`src/rtl/univ_shift_reg_re.sv`:
```
// univ_shift_reg_re
// Universal shift register: hold, shift right, shift left, parallel load.
// With ROTATE=1 the shift modes recirculate the bit that falls off the end
// instead of taking SIR/SIL.
//
// Ports
//   C     in   1      clock, rising edge
//   RE    in   1      asynchronous reset, active high (Q -> 0)
//   EN    in   1      clock enable, 0 = hold
//   MODE  in   2      00 hold, 01 shift right, 10 shift left, 11 load D
//   D     in   WIDTH  parallel load data
//   SIR   in   1      serial in for right shift (enters at MSB)
//   SIL   in   1      serial in for left shift (enters at LSB)
//   Q     out  WIDTH  register contents
//   Qnot  out  WIDTH  ~Q
//   SOR   out  1      Q[0]
//   SOL   out  1      Q[WIDTH-1]

module univ_shift_reg_re #(
  parameter int WIDTH  = 8,
  parameter int ROTATE = 0
) (
  input  logic             C,
  input  logic             RE,
  input  logic             EN,
  input  logic [1:0]       MODE,
  input  logic [WIDTH-1:0] D,
  input  logic             SIR,
  input  logic             SIL,
  output logic [WIDTH-1:0] Q,
  output logic [WIDTH-1:0] Qnot,
  output logic             SOR,
  output logic             SOL
);

  if (WIDTH < 2 || WIDTH > 64) begin : g_bad_width
    $error("univ_shift_reg_re: WIDTH must be in 2..64");
  end

  logic [WIDTH-1:0] r_q;
  logic [WIDTH-1:0] w_next;
  logic             w_sin_r;
  logic             w_sin_l;

  // In rotate builds the serial inputs are ignored and the end bits wrap.
  assign w_sin_r = (ROTATE != 0) ? r_q[0]       : SIR;
  assign w_sin_l = (ROTATE != 0) ? r_q[WIDTH-1] : SIL;

  always_comb begin
    w_next = r_q;
    case (MODE)
      2'b01:   w_next = {w_sin_r, r_q[WIDTH-1:1]};
      2'b10:   w_next = {r_q[WIDTH-2:0], w_sin_l};
      2'b11:   w_next = D;
      default: w_next = r_q;
    endcase
  end

  always_ff @(posedge C or posedge RE) begin
    if (RE) begin
      r_q <= '0;
    end else if (EN) begin
      r_q <= w_next;
    end
  end

  assign Q    = r_q;
  assign Qnot = ~r_q;
  assign SOR  = r_q[0];
  assign SOL  = r_q[WIDTH-1];

`ifndef SYNTHESIS
  a_mode_known: assert property (@(posedge C) disable iff (RE) EN |-> !$isunknown(MODE))
    else $error("univ_shift_reg_re: MODE unknown while EN=1");
`endif

endmodule
```
`config.mk`:
```
export PLATFORM = sky130hd
export DESIGN_NAME = univ_shift_reg_re
export DESIGN_NICKNAME = d
export VERILOG_FILES = /design/src/rtl/univ_shift_reg_re.sv
export SDC_FILE = /design/constraint.sdc
export NUM_CORES = 1
export LEC_CHECK = 0
export ABC_AREA = 1
export BUFFER_PORTS_ARGS = -buffer_cell sky130_fd_sc_hd__buf_2
export CORE_AREA = 2 2 39 41
export CTS_BUF_LIST = sky130_fd_sc_hd__clkbuf_8
export DETAILED_ROUTE_END_ITERATION = 7
export DIE_AREA = 0 0 41 43
export PLACE_DENSITY_LB_ADDON = 0.25
export SLEW_MARGIN = 25
export SYNTH_ARGS = -nofsm -noshare
export SYNTH_HDL_FRONTEND = slang
export SYNTH_SLANG_ARGS = --single-unit
```
`constraint.sdc`:
```
create_clock -name C -period 1.9 [get_ports C]
set_input_delay 0.38 -clock C [delete_from_list [all_inputs] [get_ports C]]
set_output_delay 0.38 -clock C [all_outputs]
set_load 0.005 [all_outputs]
```
Word level (Yosys, flattened, before mapping)
Cells that the tools add are included.
{"block": "op_classes", "n_eq_ne": 3, "muxes": 1, "bitwise": 1, "n_reduce_logical": 2}
{"cell": "$pmux W8 S3", "count": 1}
{"cell": "$not A8 Y8", "count": 1}
{"cell": "$eq A2 B2 Y1 const B", "count": 2}
{"cell": "$reduce_bool A3 Y1", "count": 1}
{"cell": "$eq A2 B1 Y1 const B", "count": 1}
{"cell": "$reduce_and A2 Y1", "count": 1}
{"block": "word_totals", "register_bits": 8, "input_bits": 15, "output_inout_bits": 18, "elab_cells": 8}

Depth between registers and ports, before layout
{"block": "depth", "ltp_word": 3, "depth_mapped": 6}

Least setup slack after synthesis
OpenSTA, ideal clock, no wires.
{"block": "synth_timing", "kind": "input port to flip-flop", "startpoint": "input MODE[0]", "endpoint": "register r_q[0], in the netlist Q[0]", "arrival_time_ns": 0.932, "required_ns": 1.783, "path_slack_ns": 0.851, "stages": 5, "path_buffers": 1, "path_cell_list": "buf_4 > o21ai_4 > inv_4 > nand2_1 > nand2_1"}
{"block": "synth_between", "elab_chain_len": 3, "word_cells_on_any_way": 6}
{"element": "start, declared", "line_no": "26", "source": "input logic [1:0] MODE,"}
{"element": "$eq A2 B2 Y1 / $eq A2 B1 Y1 (equally long branches)", "line_no": "51", "source": "case (MODE)"}
{"element": "$reduce_bool A3 Y1 (no source line)"}
{"element": "$reduce_and A2 Y1 (no source line)"}
{"element": "end signal, assigned", "line_no": "63", "source": "r_q <= w_next;"}
{"element": "end, declared", "line_no": "40", "source": "logic [WIDTH-1:0] r_q;"}
Parallel ways exist; a longest one is shown, timed or not.
A chain may end at the register's enable or synchronous reset.

Final worst setup path
{"block": "layout_timing", "startpoint": "register r_q[2], in the netlist Q[2]", "endpoint": "output Qnot[2]"}
{"block": "layout_between", "elab_chain_len": 1}
{"element": "$not A8 Y8", "line_no": "68", "source": "assign Qnot = ~r_q;"}
{"element": "end, declared", "line_no": "31", "source": "output logic [WIDTH-1:0] Qnot,"}
Every way passes these cells.

==> out/qor.yml <==
synth_fp_nets: 97
clock_sink_count: 8
drc: 0
final-setup-viol-count: 0
cts_buffers: 3
synth_area_um2: 546
peakVddDrop_uv: 554
syn2layout_area_growth_pct: 33.0
arrival_ns: 0.82
nets: 129
critPathTopFamily: "flip-flops"
cpPeakStageDelay_ns: 0.42
worst_pin_slew_ns: 0.332
synthCells: 82
dr.pass1.iters: 4
pin_count: 33
critPathSlowestCell: "dfrtp_1"
p_per_area_mw_per_mm2: 848
cp-start-kind: "flop"
wl_per_cell_um: 10.3
slew_headroom_pct: 77.9
holdCritPathClass: "in -> async"
required_ns: 1.52
grt_pass1_wl_mm: 1.99
viasPerCell: 4.95
period_minus_slack_ns: 1.20
rr_startpoint: "Q[2]"
p_sw_share_pct: 31.5
place.gp.congestion: 0.812
cts_resized: 0
clkPwrFrac_pct: 33.2
max_freq_mhz: 831
tns_ns: 0
place_hpwl_um: 978
p_switching_mw: 0.194
period_share_pct: 63.4
yosysWarnings: 0
use_met2_pct: 25.3
r2r_cells: 4
pwr-share-comb_pct: 28.3
grt_overflow_total: 0
p_int_mw: 0.422
clkLatencyLatePin_ns: 0.23
critical_path_depth: 2
dpl_cell_area_um2: 684
skew_ns: 0.00228
cp_cell_sequence: "inv_1, buf_2"
core_area_mm2: 0.00138
drtAntennaViolNets: 0
h-tree-depth: 1
die_y_um: 43
finalInstanceArea_um2: 726
ys_ff_latch: 8
seq_area_frac_synth_pct: 36.7
clk_pin_slew_worst_paths_ns: 0.04
synth_cell_types: 9
syn_avg_cell_area_um2: 6.65
placementRows: 14
drive_gt1_share_pct: 34.8
hold_violations: 0
top_usage_layer: "met2"
cp_num_buf_inv: 2
outcome: "finished clean"
grt_pass1_vias: 483
timing.hold.ws_ns: 0.0927
wl_mm: 1.32
final_cell_count_no_fill: 128
largest_reg_flops: 8
p_leak_nw: 0.427
slew_viol_final: 0
post-cts-setup-buffers: 0
use_met1_pct: 20.7
use_met3_pct: 5.24
max_cap_violations: 0
cts_tree: "yes"
io_buffers: 32
antennaDiodeCount: 0
rrSetupSlack_ns: 1.07
dieArea_mm2: 0.00176
setup.worst_path.class: "reg -> out"
sequentialPowerShare_pct: 38.5
worstPathMaxFanout: 5
drtIter0Drc: 13
ctsLongestPathBuffers: 2
die_w_um: 41
antenna_found_initial: 0
rsz0062_at_grt: "no"
total_power_mw: 0.615
r2r_end: "Q[1]"
endpoint_kind: "output port"
start_util_pct: 39.4
dp_cells: 125
grt_max_degree: 19
dr_total_vias: 633
grt_usage_pct: 17.1
cts-root-buf: "clkbuf_8"
postCtsHoldBufs: 0
cell families (layout without fill, tap and decap cells):
kind of cell	Yosys count	count (layout)	synth area share [%]
AND/OR/NAND/NOR	56	56	44.0
buffers and inverters	17	47	16.3
flip-flops	8	8	36.7
AO/OA/AOI/OAI	1	1	2.98
stage by stage:
| step | setup WS, ns | utilization (%) |
|---|---|---|
| floorplan | 0.851 | - |
| global placement | 0.676 | 49.5 |
| detailed placement | 0.647 | 49.5 |
| CTS | 0.695 | 52.4 |
| global route | 0.651 | 52.4 |
| finish | 0.696 | 52.4 |
worst max path at each step:
stage / startpoint / end / slack, ns
after detailed placement: MODE[1] / Q[1] / 0.65
after global routing: Q[2] / Qnot[2] / 0.65
after floorplan: MODE[0] / Q[0] / 0.85
after CTS: Q[4] / Qnot[4] / 0.70
after global placement: MODE[1] / Q[1] / 0.68
final: Q[2] / Qnot[2] / 0.70
synthesized netlist by cell type (all sizes together):
library cell,instances,area [µm²]
buf,5,41.3
dfrtp,8,200
o21ai,1,16.3
nand2,32,120
inv,12,47.6
nand3,24,120
routing by layer:
metal	routed length (µm)	vias to the layer above
met1	503	271
li1	-	315
met5	0	-
met4	27	0
met2	617	42
met3	173	5
worst register-to-register path, delay by kind of cell, from the launching register on:
kind,cells,cell delay (ns)
flip-flops,1,0.42
AND/OR/NAND/NOR,4,0.30
final cells by class:
| cell class | count | area [µm²] |
|---|---|---|
| multi-input cells | 57 | 256 |
| fillers | 140 | 658 |
| repair buffers | 32 | 160 |
| inverters | 12 | 47.5 |
| well taps | 16 | 20.0 |
| clock buffers | 3 | 41.3 |
| flip-flops and latches | 8 | 200 |
power groups by stage:
stage / Combinational (mW) / Sequential, mW / Clock, mW
finish: 0.174 / 0.237 / 0.205
global route: 0.196 / 0.242 / 0.214
CTS: 0.176 / 0.237 / 0.206
detailed placement: 0.175 / 0.239 / 0
global placement: 0.175 / 0.239 / 0
floorplan: 0.0999 / 0.235 / 0
cells in the final DEF (no fill, tap or decap):
master / instances
buf_2: 32
clkbuf_8: 3
dfrtp_1: 8
inv_1: 9
inv_2: 2
inv_4: 1
nand2_1: 32
nand3_1: 24
o21ai_4: 1
Note: power is estimated with default switching activity, not from simulation.
